[src/rtl/branch_resolve_ctrl.sv]
// Branch/jump resolution controller: evaluates a captured branch, redirects fetch and holds flush.
// Optional BRANCH_STATS_EN adds saturating taken/resolve counters.
module branch_resolve_ctrl #(
   parameter int unsigned FLUSH_CYCLES = 2
) (
   input  logic        clk,
   input  logic        rst_n,
   input  logic        br_valid,
   output logic        br_ready,
   input  logic [2:0]  br_funct3,
   input  logic        br_is_jal,
   input  logic        br_is_jalr,
   input  logic [31:0] rs1_value,
   input  logic [31:0] rs2_value,
   input  logic [31:0] br_pc,
   input  logic [31:0] br_imm,
   output logic        resolve_valid,
   output logic        resolve_taken,
   output logic        redirect_valid,
   output logic [31:0] redirect_pc,
   output logic        flush,
   output logic        fault_pulse
`ifdef BRANCH_STATS_EN
   ,
   output logic [15:0] taken_cnt,
   output logic [15:0] resolve_cnt
`endif
);

   typedef enum logic [1:0] {IDLE, EVAL, REDIRECT} state_t;

   state_t      state;
   state_t      next_state;
   logic [2:0]  funct3_q;
   logic        jal_q;
   logic        jalr_q;
   logic [31:0] rs1_q;
   logic [31:0] rs2_q;
   logic [31:0] pc_q;
   logic [31:0] imm_q;
   logic [31:0] redirect_pc_q;
   logic [2:0]  flush_cnt;

   logic        handshake;
   logic        cond_taken;
   logic        illegal;
   logic        raw_taken;
   logic        misaligned;
   logic        redirect_ok;
   logic [31:0] target;

   assign handshake = br_valid && br_ready;

   always_ff @(posedge clk or negedge rst_n) begin
      if (!rst_n) begin
         state <= IDLE;
      end else begin
         state <= next_state;
      end
   end

   always_ff @(posedge clk or negedge rst_n) begin
      if (!rst_n) begin
         funct3_q <= 3'd0;
         jal_q    <= 1'b0;
         jalr_q   <= 1'b0;
         rs1_q    <= 32'd0;
         rs2_q    <= 32'd0;
         pc_q     <= 32'd0;
         imm_q    <= 32'd0;
      end else if (handshake) begin
         funct3_q <= br_funct3;
         jal_q    <= br_is_jal;
         jalr_q   <= br_is_jalr;
         rs1_q    <= rs1_value;
         rs2_q    <= rs2_value;
         pc_q     <= br_pc;
         imm_q    <= br_imm;
      end
   end

   // Condition evaluation and target generation from the captured operands
   always_comb begin
      cond_taken = 1'b0;
      illegal    = 1'b0;
      case (funct3_q)
         3'b000:  cond_taken = (rs1_q == rs2_q);
         3'b001:  cond_taken = (rs1_q != rs2_q);
         3'b100:  cond_taken = ($signed(rs1_q) <  $signed(rs2_q));
         3'b101:  cond_taken = ($signed(rs1_q) >= $signed(rs2_q));
         3'b110:  cond_taken = (rs1_q <  rs2_q);
         3'b111:  cond_taken = (rs1_q >= rs2_q);
         default: illegal    = !(jal_q || jalr_q);
      endcase
      raw_taken = jal_q || jalr_q || cond_taken;
      if (!jal_q && jalr_q) begin
         target = (rs1_q + imm_q) & 32'hFFFF_FFFE;
      end else begin
         target = pc_q + imm_q;
      end
      misaligned  = raw_taken && target[1];
      redirect_ok = raw_taken && !misaligned;
   end

   always_comb begin
      next_state = state;
      case (state)
         IDLE: begin
            if (handshake) begin
               next_state = EVAL;
            end
         end
         EVAL: begin
            if (redirect_ok && (FLUSH_CYCLES > 1)) begin
               next_state = REDIRECT;
            end else begin
               next_state = IDLE;
            end
         end
         REDIRECT: begin
            if (flush_cnt <= 3'd1) begin
               next_state = IDLE;
            end
         end
         default: next_state = IDLE;
      endcase
   end

   always_comb begin
      br_ready       = (state == IDLE) && rst_n;
      resolve_valid  = (state == EVAL);
      resolve_taken  = (state == EVAL) && redirect_ok;
      redirect_valid = (state == EVAL) && redirect_ok;
      flush          = ((state == EVAL) && redirect_ok) || (state == REDIRECT);
      fault_pulse    = (state == EVAL) && (illegal || misaligned);
      redirect_pc    = redirect_valid ? target : redirect_pc_q;
   end

   // The EVAL cycle is the first flush cycle; the countdown covers the remainder
   always_ff @(posedge clk or negedge rst_n) begin
      if (!rst_n) begin
         flush_cnt     <= 3'd0;
         redirect_pc_q <= 32'd0;
      end else begin
         if (redirect_valid) begin
            redirect_pc_q <= target;
            flush_cnt     <= 3'(FLUSH_CYCLES - 1);
         end else if ((state == REDIRECT) && (flush_cnt != 3'd0)) begin
            flush_cnt <= flush_cnt - 3'd1;
         end
      end
   end

`ifdef BRANCH_STATS_EN
   always_ff @(posedge clk or negedge rst_n) begin
      if (!rst_n) begin
         taken_cnt   <= 16'd0;
         resolve_cnt <= 16'd0;
      end else begin
         if (resolve_taken && (taken_cnt != 16'hFFFF)) begin
            taken_cnt <= taken_cnt + 16'd1;
         end
         if (resolve_valid && (resolve_cnt != 16'hFFFF)) begin
            resolve_cnt <= resolve_cnt + 16'd1;
         end
      end
   end
`endif

endmodule
[config.mk]
export PLATFORM = sky130hd
export DESIGN_NAME = branch_resolve_ctrl
export DESIGN_NICKNAME = d
export VERILOG_FILES = /design/src/rtl/branch_resolve_ctrl.sv
export SDC_FILE = /design/constraint.sdc
export NUM_CORES = 1
export LEC_CHECK = 0
export CORE_MARGIN = 2
export CORE_UTILIZATION = 56
export DETAILED_ROUTE_END_ITERATION = 8
export PLACE_DENSITY_LB_ADDON = 0.05
export SETUP_SLACK_MARGIN = 0.1
export SLEW_MARGIN = 10
export SYNTH_ARGS = -nofsm -noshare
export SYNTH_HDL_FRONTEND = slang
export SYNTH_SLANG_ARGS = --single-unit
[constraint.sdc]
create_clock -name clk -period 7.7 [get_ports clk]
set_input_delay 0.77 -clock clk [delete_from_list [all_inputs] [get_ports clk]]
set_output_delay 0.77 -clock clk [all_outputs]
set_load 0.1 [all_outputs]
==> reports/results.tsv <==
stage	metric	value	unit
timing	slew_headroom	32.6	%
worst_hold_path	hold_class	primary input to asynchronous set/reset pin	
global_routing	first_global_vias	8365	
cts	path_clk_slew	0.07	ns
place	dp_cells	1503	
timing	maxSlewViolCount	0	
global_routing	grt_antenna_before_repair	1	
route	drc	0	
timing	finalSetupViolCount	0	
finish	mostFrequentLayoutCell	clkdlybuf4s50_1	
finish	area_growth	23.2	%
route	firstDrtPassIters	5	
route	via_count	8946	
synth	netlist_area	0.0108	sq mm
critical_path	crit_chain	ha_1 > nand4_2 > nor4_4 > a31oi_1 > xor2_1 > o221a_1 > mux2i_1 > nand2_4 > inv_4 > nor2_1 > a31oi_1 > clkdlybuf4s50_1	
timing	fin_skew	0.0125	ns
synth	synthFlopType	dfrtp_1	
finish	antenna_cells	0	
critical_path	worst_setup_path_end_kind	primary output	
critical_path	worstSetupStartpointType	register	
route	detail_route.wl_per_cell	18.4	microns
route	drtIter0Drc	530	
cts	cts-buffers-inserted	17	
status	status	completed	
critical_path	r2r_slack	4.02	ns
cts	cts_tree	yes	
floorplanning	num_io_pins	174	
critical_path	worst-path-buf-inv	2	
timing	setup-tns-final	0	ns
critical_path	cpPeakStageDelay	1.19	ns
cts	holdBufCountCts	0	
critical_path	critPathKind	register to primary output	
timing	finalCriticalPeriod	5.89	ns
place	gp_congestion	0.902	
synth	synth_top_area_cell	dfrtp_1	
finish	seqCellArea	0.00425	sq mm
place	portBuffers	173	
synth	yosys.area.top_type_share	39.4	%
global_routing	grt_max_degree	85	
finish	drive_gt1_share	12.7	%
cts	post_cts_buffers	0	
timing	timing.final.crit_share	76.5	%
synth	ys_warn_count	0	
finish	fillers	1484	
cts	post_cts_resized	0	
cts	clockBufferDepth	2	
place	place.detailed.hpwl	21.4	mm
synth	ys_async_sr_fraction	100	%
critical_path	cp_data_arrival_time	5.12	ns
finish	fin_nets	1496	
floorplanning	initial_core_util	57.4	%
cts	clock_sinks	170	
timing	worst_pin_slew	1.01	ns
cts	htreeDepth	4	
route	drt-total-wl	28.2	mm
critical_path	crit_family	buffers and inverters	
synth	post_synth.cell_area_avg	9.75	sq um
cts	root_buffer	clkbuf_16	
critical_path	cpMaxStageDelayCell	clkdlybuf4s50_1	
synth	syn_nets	1342	
synth	yosysSeqAreaShare	39.4	%
route	ant_nets	0	
synth	synth_area_leaders	dfrtp_1 (39%), ha_1 (11%), mux2_2 (10%)	
floorplanning	die_h	143	microns
floorplanning	fp.dieW	143	microns
finish	multiInputGateArea	0.00612	sq mm
critical_path	crit_path_frequent_cell	a31oi_1	
timing	max_clock_freq	170	MHz
synth	postSynthCellCount	1108	
synth	ys_types	72	
cts	clk-insertion-delay-late	0.44	ns
job	maxCapViolations	0	
synth	synth_enable_flop_cells	0	
floorplanning	num_rows	50	
synth	synth_seq_cells	170	
critical_path	cp.required	6.93	ns
finish	stdcell_count	1535	
critical_path	crit_path_max_fanout	61	
global_routing	gr-total-overflow	0	
global_routing	grt_pass1_wl	44.9	mm
timing	report.final.hold_viol_count	0	
floorplanning	core_area	0.0188	sq mm
floorplanning	dieArea	0.0204	sq mm
route	via_per_inst	5.83	
global_routing	grt_usage	28.4	%
finish	final_cell_mix	clkdlybuf4s50_1 (172), dfrtp_1 (170), nand2_1 (101), mux2_2 (99), ha_1 (96)	
timing	rsz0062_at_grt	no	
==> cell families after synthesis <==
logic type                 after synthesis  share of synthesized area, %
xor gates and xnor gates                45                          3.65
adders and majority gates               98                          11.5
buffers and inverters                  104                          4.03
DFF                                    170                          39.4
AOI/OAI and AO/OA                      304                          18.1
muxes                                  103                          10.7
and+or+nand+nor                        284                          12.6
==> path summary, 6_finish.rpt <==
path,to,from,cells after the start
min in group clk,redirect_pc_q[1]$_DFF_PN0_,redirect_pc_q[1]$_DFF_PN0_,1
hold reg to reg,redirect_pc_q[1]$_DFF_PN0_,redirect_pc_q[1]$_DFF_PN0_,1
setup reg to reg,redirect_pc_q[11]$_DFF_PN0_,rs1_q[31]$_DFFE_PN0P_,10
max in group asynchronous,rs1_q[18]$_DFFE_PN0P_,rst_n,2
setup / recovery,redirect_pc[24],rs1_q[31]$_DFFE_PN0P_,12
hold / removal,pc_q[8]$_DFFE_PN0P_,rst_n,1
==> area by class of cell <==
| cell class | instances | share of cell area (%) |
|---|---|---|
| clock buffers | 18 | 3.22 |
| clock inverters | 14 | 1.33 |
| inverters | 61 | 1.74 |
| multi-input cells | 834 | 46.0 |
| flip-flops and latches | 170 | 32.0 |
| well taps | 260 | 2.44 |
| repair buffers | 178 | 13.3 |
==> metrics by stage <==
step | instance area [sq um] | util [%] | hold slack (ns) | setup WS, ns
2_1_floorplan | 10800 | - | 0.474 | 2.38
3_3_place_gp | 12700 | 67.5 | 0.478 | 2.35
3_5_place_dp | 12700 | 67.5 | 0.469 | 2.38
4_1_cts | 13300 | 70.7 | 0.185 | 1.88
5_1_grt | 13300 | 70.7 | 0.193 | 1.53
6_report | 13300 | 70.7 | 0.183 | 1.81
==> state kept, by name (all words and copies together) (netlist names) <==
register       count
imm_q             32
pc_q              32
redirect_pc_q     32
rs1_q             32
rs2_q             32
flush_cnt          3
funct3_q           3
state              2
jal_q              1
jalr_q             1
==> per-layer routing <==
| metal | track usage [%] | part of all wire, % | wire length (microns) | up-vias |
|---|---|---|---|---|
| li1 | - | - | - | 4318 |
| met1 | 45.8 | 51 | 14400 | 4271 |
| met2 | 39.2 | 41 | 11600 | 331 |
| met3 | 5.10 | 6.7 | 1890 | 24 |
| met4 | 6.46 | 1.1 | 297 | 2 |
| met5 | 0 | 0.043 | 12 | - |
==> synthesized netlist by cell type (5+ instances only) <==
library cell  count
o21a_1           10
a21o_1           32
nand4_1          16
dfrtp_1         170
inv_1            60
a211o_1           6
o31ai_1           9
nor3_1           14
a31oi_1          26
and3_1           13
ha_1             96
o211ai_1          6
a21oi_1          70
a211oi_1          8
xnor2_1          27
xor2_1           18
nor2_1           67
clkbuf_1         33
a21oi_2          10
nand2_1         101
or3_1             9
nand3_1          20
nor2b_1           5
and2_1            8
o21bai_1          9
nand2b_1         11
mux2_2           99
o21ai_0          82
o2111ai_1         5
Power is not shown: default switching activity piles up to over one toggle a cycle in this logic, so the estimate is an artifact.
